--- config.mk ---
export PLATFORM = sky130hd
export DESIGN_NAME = button_encoder
export DESIGN_NICKNAME = d
export VERILOG_FILES = /design/src/rtl/button_encoder.sv
export SDC_FILE = /design/constraint.sdc
export NUM_CORES = 1
export LEC_CHECK = 0
export CAP_MARGIN = 20
export CORE_UTILIZATION = 30
export DETAILED_ROUTE_END_ITERATION = 8
export PLACE_DENSITY = 0.53
export SLEW_MARGIN = 20
export SYNTH_ARGS = -nofsm -noshare
export SYNTH_HDL_FRONTEND = slang
export SYNTH_SLANG_ARGS = --single-unit
--- constraint.sdc ---
create_clock -name clk -period 5.2 [get_ports clk]
set_input_delay 1.04 -clock clk [delete_from_list [all_inputs] [get_ports clk]]
set_output_delay 1.04 -clock clk [all_outputs]
set_load 0.05 [all_outputs]
--- src/rtl/button_encoder.sv ---
// Player-side button front end. Eight raw buttons are synchronised and debounced.
// A clean single-button press is then encoded into a 3-bit symbol with a one-cycle
// btn_valid strobe. Multi-button presses are rejected with a multi_press strobe.
// A debounced release is required before the next press is accepted.
module button_encoder #(
   parameter int DEBOUNCE_CYCLES = 16,
   parameter int CNT_W           = $clog2(DEBOUNCE_CYCLES) + 1
) (
   input  logic       clk,
   input  logic       rst,
   input  logic       en,
   input  logic [7:0] btn,
   output logic [2:0] btn_code,
   output logic       btn_valid,
   output logic       multi_press,
   output logic       busy
);

   typedef enum logic [1:0] {
      IDLE,
      DEBOUNCE,
      HELD,
      RELEASE
   } state_t;

   localparam logic [CNT_W-1:0] CNT_LAST = CNT_W'(DEBOUNCE_CYCLES - 1);

   state_t           state;
   state_t           state_next;
   logic [7:0]       sync_a;
   logic [7:0]       sync;
   logic [CNT_W-1:0] cnt;
   logic [CNT_W-1:0] cnt_next;
   logic [2:0]       cand;
   logic [2:0]       cand_next;
   logic [2:0]       code_next;
   logic             valid_next;
   logic             multi_next;
   logic             one_hot;
   logic             several;
   logic             match;
   logic             cnt_done;
   logic [2:0]       sync_idx;

   // Two-flop synchroniser per button; it keeps running whether or not the encoder is enabled
   always_ff @(posedge clk) begin
      if (rst) begin
         sync_a <= '0;
         sync   <= '0;
      end else begin
         sync_a <= btn;
         sync   <= sync_a;
      end
   end

   // Classify the synchronised buttons: single press, several at once, or still the candidate
   always_comb begin
      one_hot  = (sync != 8'd0) && ((sync & (sync - 8'd1)) == 8'd0);
      several  = (sync != 8'd0) && !one_hot;
      match    = (sync == (8'd1 << cand));
      cnt_done = (cnt == CNT_LAST);
      sync_idx = 3'd0;
      for (int i = 0; i < 8; i++) begin
         if (sync[i]) begin
            sync_idx = 3'(i);
         end
      end
   end

   // State register together with the counter, candidate and registered output strobes
   always_ff @(posedge clk) begin
      if (rst) begin
         state       <= IDLE;
         cnt         <= '0;
         cand        <= 3'd0;
         btn_code    <= 3'd0;
         btn_valid   <= 1'b0;
         multi_press <= 1'b0;
      end else begin
         state       <= state_next;
         cnt         <= cnt_next;
         cand        <= cand_next;
         btn_code    <= code_next;
         btn_valid   <= valid_next;
         multi_press <= multi_next;
      end
   end

   // Next-state logic; dropping enable parks the encoder in IDLE with a cleared counter
   always_comb begin
      state_next = state;
      cnt_next   = cnt;
      cand_next  = cand;
      if (!en) begin
         state_next = IDLE;
         cnt_next   = '0;
      end else begin
         case (state)
            IDLE: begin
               if (one_hot) begin
                  cand_next  = sync_idx;
                  cnt_next   = '0;
                  state_next = DEBOUNCE;
               end else if (several) begin
                  state_next = HELD;
               end
            end
            DEBOUNCE: begin
               if (match) begin
                  if (cnt_done) begin
                     state_next = HELD;
                  end else begin
                     cnt_next = cnt + 1'b1;
                  end
               end else begin
                  state_next = IDLE;
               end
            end
            HELD: begin
               if (sync == 8'd0) begin
                  cnt_next   = '0;
                  state_next = RELEASE;
               end
            end
            RELEASE: begin
               if (sync != 8'd0) begin
                  state_next = HELD;
               end else if (cnt_done) begin
                  state_next = IDLE;
               end else begin
                  cnt_next = cnt + 1'b1;
               end
            end
            default: begin
               state_next = IDLE;
            end
         endcase
      end
   end

   // Output logic; the strobes are one-shot because their source states are left on the same edge
   always_comb begin
      code_next  = btn_code;
      valid_next = 1'b0;
      multi_next = 1'b0;
      busy       = (state != IDLE);
      if (en) begin
         if ((state == DEBOUNCE) && match && cnt_done) begin
            valid_next = 1'b1;
            code_next  = cand;
         end
         if ((state == IDLE) && several) begin
            multi_next = 1'b1;
         end
      end
   end

endmodule
==> metrics.cfg, run 1 <==
[run_status]
outcome=finished, final reports clean

[timing]
maxSlewHeadroom_pct=44.0
finalHoldViolCount=0
min_period_over_period_pct=54.7
tightest_slew_ns=0.837
slew_viol_final=0
final-setup-viol-count=0
fmax_mhz=352
finClkSkew_ns=0.00729
fin_tns_setup_ns=0
min_period_ns=2.84
rsz0062_at_grt=no

[floorplanning]
die_x_um=72.6
pin_count=17
die_h_um=72.6
initial_core_util_pct=31.4
core_sq_mm=0.00475
dieArea_sq_mm=0.00527
std_cell_rows=25

[clock_tree]
hold_buffers=0
clock_latency_ns=0.28
post_cts_buffers=0
root_buffer=clkbuf_8
clk_pin_slew_worst_paths_ns=0.07
cts_resized=0
cts_buffers=5
clockBufferDepth=2
ctsHtreeMaxLevel=2
clock-sinks=31
cts_tree=done

[global_routing]
grt_overflow=0
grt_max_degree=26
grt_first_pass_wirelength_um=4870
antenna_found_initial=0
grt_pass1_vias=1082
grt.total_usage_pct=12.0

[pwr]
p_int_mw=0.441
seqPwrFrac_pct=44.9
p_leak_nw=0.644
power_density_mw_per_mm2=331
switching_power_mw=0.148
clkPwrFrac_pct=41.5
netSwitchingFraction_pct=25.2
vdd_drop_max_mv=0.108
pwr-share-comb_pct=13.5

[final_layout]
drive_gt1_share_pct=10.4
fillerInstances=494
mostFrequentLayoutCells=dfxtp_1 (31), nor2b_1 (17), clkdlybuf4s50_1 (16)
fin_nets=185
antenna_cells=0
layout_commonest_cell=dfxtp_1
syn_to_final_growth_pct=19.1
fin_cells=240

[route]
routed_wl_um=2830
dr.pass1.iters=4
drc=0
vias_per_cell=4.88
drtIter0Drc=70
ant_nets=0
wire_per_inst_um=11.8
via_count=1170

[setup_path]
cpPeakStageDelay_ns=0.80
path_cells=nor2_1 -> inv_1 -> clkdlybuf4s50_1
crit_start=state[1]$_SDFFE_PP0P_
cp_max_fo=10
r2r-start=sync[2]$_SDFF_PP0_
cp.required_ns=4.16
endpoint_kind=output pin
cp.arrival_ns=1.80
startpoint_type=flop
slowest_stage=clkdlybuf4s50_1
critical_path_class=flop to output pin

[place]
io_buffers=16
numPlacedInstances=232
dp_hpwl_um=2010
gp_congestion=0.831

[job]
maxCapViolations=0

[synthesis]
syn_area_per_cell_sq_um=9.34
synth_top_area_cell=dfxtp_1
synth_area_leaders=dfxtp_1 (42%), nor2b_1 (7.1%), nor2_1 (3.5%)
synth-seq-cells=31
ys_types=54
synth_top_area_share_pct=41.5
syn_inst=160
synth.cell_area_sq_mm=0.00149
ys_async_sr_fraction_pct=0
ys_seq_area_share_pct=41.5
yosysWarnings=0
syn-num-nets=173
synth-edff-count=0
ys.flop_type=dfxtp_1

[min_path]
holdCritPathClass=flop to flop
worstHoldStart=sync_a[1]$_SDFF_PP0_

-- metrics by stage --
step	hold WS (ns)	setup slack, ns	power (mW)	area [sq um]	util [%]
final	0.428	2.36	0.589	1780	37.4
after global routing	0.461	2.24	0.615	1780	37.4
after CTS	0.432	2.37	0.595	1780	37.4
after detailed placement	0.424	2.11	0.349	1660	34.9
after global placement	0.421	2.20	0.347	1660	34.9
after floorplan	0.414	3.16	0.331	1490	-
-- layout make-up --
| cell class | instances | area [sq um] | area share, % |
|---|---|---|---|
| tap | 67 | 83.8 | 4.71 |
| sequential | 31 | 621 | 34.9 |
| inverter | 7 | 26.3 | 1.48 |
| multi-input combinational | 111 | 771 | 43.3 |
| clock buffer | 6 | 82.6 | 4.64 |
| timing repair buffer | 16 | 160 | 9.00 |
| clock inverter | 2 | 35.0 | 1.97 |
-- path summary, 6_finish.rpt --
| check | end | slack, ns | depth (start not counted) |
|---|---|---|---|
| min reg2reg | sync[1]$_SDFF_PP0_ | 0.43 | 1 |
| min | sync[1]$_SDFF_PP0_ | 0.43 | 1 |
| max | busy | 2.36 | 3 |
| max reg2reg | cnt[3]$_SDFFE_PP0P_ | 2.85 | 6 |
-- power groups by stage --
stage | sequential [mW] | combinational [mW] | clock, mW
2_1_floorplan | 0.260 | 0.0714 | 0
5_1_grt | 0.267 | 0.0887 | 0.260
4_1_cts | 0.264 | 0.0802 | 0.250
6_report | 0.265 | 0.0798 | 0.245
3_3_place_gp | 0.269 | 0.0781 | 0
3_5_place_dp | 0.270 | 0.0797 | 0
-- cells in the mapped netlist, types with 2 or more instances --
master / number
dfxtp_1: 31
nor2b_1: 17
nor2_1: 14
inv_1: 7
a21oi_1: 5
clkbuf_1: 5
nand2_1: 5
o21ai_0: 5
buf_6: 4
a22oi_1: 3
mux2i_1: 3
nand2b_1: 3
nand3_1: 3
nor4_1: 3
o21ai_1: 3
a311oi_1: 2
ha_1: 2
nand3b_1: 2
nor3_1: 2
nor4_4: 2
o21a_1: 2
o22ai_1: 2
o2bb2ai_1: 2
o31ai_1: 2
or4_1: 2
-- layer usage --
layer  wire (um)  track usage (%)  share of wire (%)
met5           0                0                  0
met4          48             5.88                1.7
met3         155             3.89                5.5
met2        1260             17.9                 44
met1        1370             15.6                 48
-- kinds of logic (layout without fill, tap and decap cells) --
group,after synthesis,in the layout,share of synthesized area [%]
compound gates,38,38,18.2
xor+xnor,1,1,1.09
fa+ha+maj,2,2,1.67
buf+inv,18,31,6.87
flops,31,31,41.5
mux,4,4,2.76
simple gates,66,66,27.9
-- sequential cells by signal, summed over array words and instances, names as in the netlist --
register	flops
cand	3
state	2
cnt	5
btn_code	3
sync	8
sync_a	8
btn_valid	1
multi_press	1
-- critical path: cells and delay by family (launching register included) --
family	cells	cell delay [ns]
buf+inv	2	0.89
simple gates	1	0.12
flops	1	0.50
Power figures use the tool's default switching activity.
==> run 2, diff against run 1 <==
--- a/config.mk
+++ b/config.mk
@@ -8,7 +8,7 @@
 export CAP_MARGIN = 20
 export CORE_UTILIZATION = 30
 export DETAILED_ROUTE_END_ITERATION = 8
-export PLACE_DENSITY = 0.53
+export PLACE_DENSITY = 0.55
 export SLEW_MARGIN = 20
 export SYNTH_ARGS = -nofsm -noshare
 export SYNTH_HDL_FRONTEND = slang
==> constraint.sdc (replaced) <==
create_clock -name clk -period 2.4 [get_ports clk]
set_input_delay 0.48 -clock clk [delete_from_list [all_inputs] [get_ports clk]]
set_output_delay 0.48 -clock clk [all_outputs]
set_load 0.05 [all_outputs]
==> run 2 against run 1 <==
Effect of this change:
- die area is the same
- cell count rose by 0.83%
- highest routed layer unchanged
- global-route usage decreased by 0.36 points
- power rose by 120%
- critical path depth unchanged
- sequential cell count unchanged
- via count shrank 1.4%
- largest power group unchanged
- design area is 1.2% higher
- combinational power rose by 130%
- count of clock-buffer cells in the layout stayed put
- utilization up 0.45 points
==> metrics.cfg, run 2 (same netlist as run 1, synthesis figures left out) <==
[run_status]
outcome=finished, final reports clean  ; unchanged

[route]
drc=0  ; unchanged
vias_per_cell=4.77  ; was 4.88
via_count=1154  ; was 1170
drtIter0Drc=45  ; was 70
routed_wl_um=2760  ; was 2830 um
wire_per_inst_um=11.4  ; was 11.8 um
ant_nets=0  ; unchanged
dr.pass1.iters=4  ; unchanged

[global_routing]
grt_max_degree=25  ; was 26
grt_overflow=0  ; unchanged
grt_pass1_vias=1019  ; was 1082
grt.total_usage_pct=11.7  ; was 12.0%
antenna_found_initial=0  ; unchanged
grt_first_pass_wirelength_um=4540  ; was 4870 um

[final_layout]
stdcell_area_sq_mm=0.00180  ; was 0.00178 sq mm
fin_nets=187  ; was 185
syn_to_final_growth_pct=20.5  ; was 19.1%
layout_commonest_cell=dfxtp_1  ; unchanged
top_regs=sync: 8 flops, sync_a: 8 flops, cnt: 5 flops  ; unchanged
drive_gt1_share_pct=12.0  ; was 10.4%
antenna_cells=0  ; unchanged
utilization_pct=37.9  ; was 37.4%
mostFrequentLayoutCells=dfxtp_1 (31), nor2b_1 (17), clkdlybuf4s50_1 (16)  ; unchanged

[min_path]
worstHoldStart=sync_a[2]$_SDFF_PP0_  ; was sync_a[1]$_SDFF_PP0_
holdCritPathClass=flop to flop  ; unchanged

[clock_tree]
clk_pin_slew_worst_paths_ns=0.06  ; was 0.07 ns
clockBufferDepth=2  ; unchanged
root_buffer=clkbuf_8  ; unchanged
post_cts_buffers=0  ; unchanged
cts_buffers=5  ; unchanged
cts_tree=done  ; unchanged
ctsHtreeMaxLevel=2  ; unchanged
clock_latency_ns=0.28  ; about the same
clock-sinks=31  ; unchanged
hold_buffers=0  ; unchanged

[pwr]
vdd_drop_max_mv=0.326  ; was 0.108 mV
power_density_mw_per_mm2=708  ; was 331 mW/mm^2
p_leak_nw=0.655  ; was 0.644 nW

[setup_path]
crit_start=state[1]$_SDFFE_PP0P_  ; unchanged
startpoint_type=flop  ; unchanged
cp.arrival_ns=1.81  ; was 1.80 ns
r2r-start=sync[2]$_SDFF_PP0_  ; unchanged
endpoint_kind=output pin  ; unchanged
cp_max_fo=10  ; unchanged
cp.required_ns=1.92  ; was 4.16 ns
critical_path_class=flop to output pin  ; unchanged

[place]
dpl_cell_area_sq_mm=0.00168  ; was 0.00166 sq mm
gp_congestion=0.834  ; was 0.831
io_buffers=16  ; unchanged
dp_hpwl_um=2080  ; was 2010 um

[timing]
maxSlewHeadroom_pct=66.5  ; was 44.0%
rsz0062_at_grt=no  ; unchanged
tightest_slew_ns=0.501  ; was 0.837 ns
min_period_ns=2.29
finClkSkew_ns=0.00270  ; was 0.00729 ns
min_period_over_period_pct=95.3
slew_viol_final=0  ; unchanged
final-setup-viol-count=0  ; unchanged
fmax_mhz=437
finalHoldViolCount=0  ; unchanged
timing.hold.ws_ns=0.433  ; was 0.428 ns
fin_tns_setup_ns=0  ; unchanged

[floorplanning]
pin_count=17  ; unchanged
initial_core_util_pct=31.4  ; unchanged
std_cell_rows=25  ; unchanged
die_h_um=72.6  ; unchanged
dieArea_sq_mm=0.00527  ; unchanged
die_x_um=72.6  ; unchanged
core_sq_mm=0.00475  ; unchanged

[job]
maxCapViolations=0  ; unchanged

run 2: cell types whose count changed in the layout (fill, tap and decap cells not counted), sizes merged:
cell / before / now
buf: 0 / 2
run 2: path summary, 6_finish.rpt:
kind	end	slack [ns]	cells after the start
worst min-delay path	sync[2]$_SDFF_PP0_	0.43	1
worst min register to register	sync[2]$_SDFF_PP0_	0.43	1
worst max-delay path	busy	0.11	3
worst max register to register	btn_code[2]$_SDFFE_PP0P_	0.16	6
run 2: power by group:
| group | internal (mW) | switching (mW) |
|---|---|---|
| combinational | 0.0882 | 0.0932 |
| sequential | 0.537 | 0.0358 |
| clock | 0.335 | 0.186 |
| total | 0.961 | 0.315 |
run 2: final cells by class:
class                      instances  area, sq um
fill                             480         2950
multi-input combinational        111          777
sequential                        31          621
timing repair buffer              18          175
tap                               67         83.8
clock buffer                       6         82.6
clock inverter                     2         35.0
inverter                           7         26.3
run 2: per-stage QoR:
step	cells	worst slack (ns)	power, mW
2_1_floorplan	160	0.358	0.717
3_3_place_gp	234	0.214	0.757
3_5_place_dp	234	0.129	0.761
4_1_cts	242	0.112	1.29
5_1_grt	242	0.00797	1.34
6_report	242	0.112	1.28
run 2: layer usage:
metal | global-route usage [%] | up-vias | wire length [um]
met5 | 0 | - | 0
met4 | 6.54 | 0 | 55
met3 | 4.17 | 7 | 96
met2 | 18.4 | 20 | 1290
met1 | 13.8 | 525 | 1320
li1 | - | 602 | -
run 2: what timing repair did:
action	CTS	global route
gates resized for setup	0	1
endpoints found under the setup margin	0	4
endpoints found under the hold margin	0	0
run 2: critical path, stage by stage, from the launching register on:
cell	delay (ns)
dfxtp_1	0.52
nor2_1	0.11
inv_1	0.09
clkdlybuf4s50_1	0.81
==> run 3, diff against run 2 <==
--- a/config.mk
+++ b/config.mk
@@ -8,7 +8,8 @@
 export CAP_MARGIN = 20
 export CORE_UTILIZATION = 30
 export DETAILED_ROUTE_END_ITERATION = 8
-export PLACE_DENSITY = 0.55
+export GPL_TIMING_DRIVEN = 1
+export PLACE_DENSITY = 0.53
 export SLEW_MARGIN = 20
 export SYNTH_ARGS = -nofsm -noshare
 export SYNTH_HDL_FRONTEND = slang
==> constraint.sdc (replaced) <==
create_clock -name clk -period 2.9 [get_ports clk]
set_input_delay 0.58 -clock clk [delete_from_list [all_inputs] [get_ports clk]]
set_output_delay 0.58 -clock clk [all_outputs]
set_load 0.05 [all_outputs]
==> run 3 against run 2 <==
Effect of this change:
- design area barely moved
- register-to-register slack improved by 0.47 ns
- worst setup slack improved by 0.41 ns
- critical path depth did not move
- cell count fell by 0.41%
- highest routed layer unchanged
- combinational power fell by 20%
- count of clock-buffer cells in the layout did not move
==> metrics.cfg, run 3 (same netlist as run 1, synthesis figures left out) <==
[run_status]
outcome=finished, final reports clean  ; unchanged

[place]
dp_hpwl_um=2110  ; was 2080 um
dp_worst_setup_slack_ns=0.646  ; was 0.129 ns
io_buffers=16  ; unchanged
dpl_cell_area_sq_mm=0.00167  ; was 0.00168 sq mm
gp_congestion=0.814  ; was 0.834

[final_layout]
stdcell_area_sq_mm=0.00180  ; about the same
syn_to_final_growth_pct=20.6  ; was 20.5%
antenna_cells=0  ; unchanged
top_regs=sync: 8 flops, sync_a: 8 flops, cnt: 5 flops  ; unchanged
layout_commonest_cell=dfxtp_1  ; unchanged
fin_nets=186  ; was 187
mostFrequentLayoutCells=dfxtp_1 (31), nor2b_1 (17), clkdlybuf4s50_1 (16)  ; unchanged
drive_gt1_share_pct=10.3  ; was 12.0%

[timing]
slew_viol_final=0  ; unchanged
fin_tns_setup_ns=0  ; unchanged
min_period_over_period_pct=81.8
min_period_ns=2.37
rsz0062_at_grt=no  ; unchanged
maxSlewHeadroom_pct=50.9  ; was 66.5%
timing.hold.ws_ns=0.436  ; was 0.433 ns
finalHoldViolCount=0  ; unchanged
tightest_slew_ns=0.731  ; was 0.501 ns
finClkSkew_ns=0.00329  ; was 0.00270 ns
final-setup-viol-count=0  ; unchanged
finalWorstSetupSlack_ns=0.527  ; was 0.112 ns
fmax_mhz=421

[floorplanning]
core_sq_mm=0.00475  ; unchanged
die_x_um=72.6  ; unchanged
die_h_um=72.6  ; unchanged
dieArea_sq_mm=0.00527  ; unchanged
std_cell_rows=25  ; unchanged
initial_core_util_pct=31.4  ; unchanged
pin_count=17  ; unchanged

[route]
vias_per_cell=4.91  ; was 4.77
routed_wl_um=2840  ; was 2760 um
drtIter0Drc=40  ; was 45
dr.pass1.iters=4  ; unchanged
via_count=1183  ; was 1154
wire_per_inst_um=11.8  ; was 11.4 um
ant_nets=0  ; unchanged
drc=0  ; unchanged

[setup_path]
cp_max_fo=10  ; unchanged
cp.arrival_ns=1.79  ; was 1.81 ns
startpoint_type=flop  ; unchanged
slowest_stage=clkdlybuf4s50_1  ; unchanged
path_cells=nor2_1 -> inv_1 -> clkdlybuf4s50_1  ; unchanged
r2r_end=cnt[3]$_SDFFE_PP0P_  ; was btn_code[2]$_SDFFE_PP0P_
cp.required_ns=2.32  ; was 1.92 ns
crit_start=state[1]$_SDFFE_PP0P_  ; unchanged
cp_num_cells=3  ; unchanged
critical_path_class=flop to output pin  ; unchanged
worst-path-buf-inv=2  ; unchanged
endpoint_kind=output pin  ; unchanged
cpPeakStageDelay_ns=0.80  ; was 0.81 ns
crit_family=buffers and inverters  ; unchanged
reg2reg_depth=6  ; unchanged
r2r_slack_ns=0.63  ; was 0.16 ns
r2r-start=sync[6]$_SDFF_PP0_  ; was sync[2]$_SDFF_PP0_
critPathCapture=busy  ; unchanged

[global_routing]
top_usage_layer=met2  ; unchanged
use_met1_pct=14.3  ; was 13.8%
grt.total_usage_pct=12.5  ; was 11.7%
grt_max_degree=25  ; unchanged
met3_usage_pct=5.56  ; was 4.17%
grt_overflow=0  ; unchanged
grt_first_pass_wirelength_um=4990  ; was 4540 um
grt_pass1_vias=1169  ; was 1019
antenna_found_initial=0  ; unchanged
grt_util_met2_pct=20.1  ; was 18.4%

[clock_tree]
cts_resized=0  ; unchanged
hold_buffers=0  ; unchanged
root_buffer=clkbuf_8  ; unchanged
clock_latency_ns=0.29  ; was 0.28 ns
clock-sinks=31  ; unchanged
cts_buffers=5  ; unchanged
ctsHtreeMaxLevel=2  ; unchanged
post_cts_buffers=0  ; unchanged
cts_tree=done  ; unchanged
clockBufferDepth=2  ; unchanged
clk_pin_slew_worst_paths_ns=0.06  ; about the same

[pwr]
netSwitchingFraction_pct=23.7  ; was 24.7%
pwr-share-comb_pct=12.9  ; was 14.2%
p_leak_nw=0.653  ; was 0.655 nW
vdd_drop_max_mv=0.254  ; was 0.326 mV
clkPwrFrac_pct=44.9  ; was 40.9%
p_int_mw=0.857  ; was 0.961 mW
seqPwrFrac_pct=42.2  ; was 44.9%
power_density_mw_per_mm2=623  ; was 708 mW/mm^2
switching_power_mw=0.266  ; was 0.315 mW

[min_path]
holdCritPathClass=flop to flop  ; unchanged

[job]
maxCapViolations=0  ; unchanged

## run 3: cell types whose count changed in the layout (fill, tap and decap cells not counted), sizes merged
cell / previous run / this run
clkinv: 1 / 0
bufinv: 1 / 2
buf: 2 / 1
## run 3: metal layers
layer	vias up	wire length, um
met2	32	1340
li1	599	-
met1	546	1300
met5	-	0
met3	6	156
met4	0	53
## run 3: worst min-delay path by stage
stage / startpoint / to / slack [ns] / cells after the start
finish: sync_a[2]$_SDFF_PP0_ / sync[2]$_SDFF_PP0_ / 0.44 / 1
global route: sync_a[7]$_SDFF_PP0_ / sync[7]$_SDFF_PP0_ / 0.46 / 1
global placement: sync_a[4]$_SDFF_PP0_ / sync[4]$_SDFF_PP0_ / 0.42 / 1
detailed placement: sync_a[7]$_SDFF_PP0_ / sync[7]$_SDFF_PP0_ / 0.42 / 1
CTS: sync_a[7]$_SDFF_PP0_ / sync[7]$_SDFF_PP0_ / 0.44 / 1
floorplan: sync_a[0]$_SDFF_PP0_ / sync[0]$_SDFF_PP0_ / 0.41 / 1
## run 3: power groups by stage
| stage | clock [mW] | combinational, mW | sequential, mW |
|---|---|---|---|
| floorplan | 0 | 0.128 | 0.465 |
| global placement | 0 | 0.143 | 0.483 |
| detailed placement | 0 | 0.144 | 0.483 |
| CTS | 0.511 | 0.145 | 0.474 |
| global route | 0.532 | 0.161 | 0.478 |
| finish | 0.505 | 0.145 | 0.474 |
## run 3: cell type report
class	count	area, sq um
clock buffer	6	72.6
clock inverter	2	60.1
fill	494	2950
inverter	7	26.3
multi-input combinational	111	771
sequential	31	621
tap	67	83.8
timing repair buffer	17	168
## run 3: through the flow
stage                     power, mW  utilization, %  instances
after floorplan               0.593               -        160
after global placement        0.625            35.1        233
after detailed placement      0.628            35.1        233
after CTS                      1.13            37.9        241
after global routing           1.17            37.9        241
final                          1.12            37.9        241
## run 3: worst reg2reg max path: cells and delay by family, from the launching register on
kind            cells  cell delay [ns]
flops               1             0.41
compound gates      3             0.70
simple gates        3             1.10
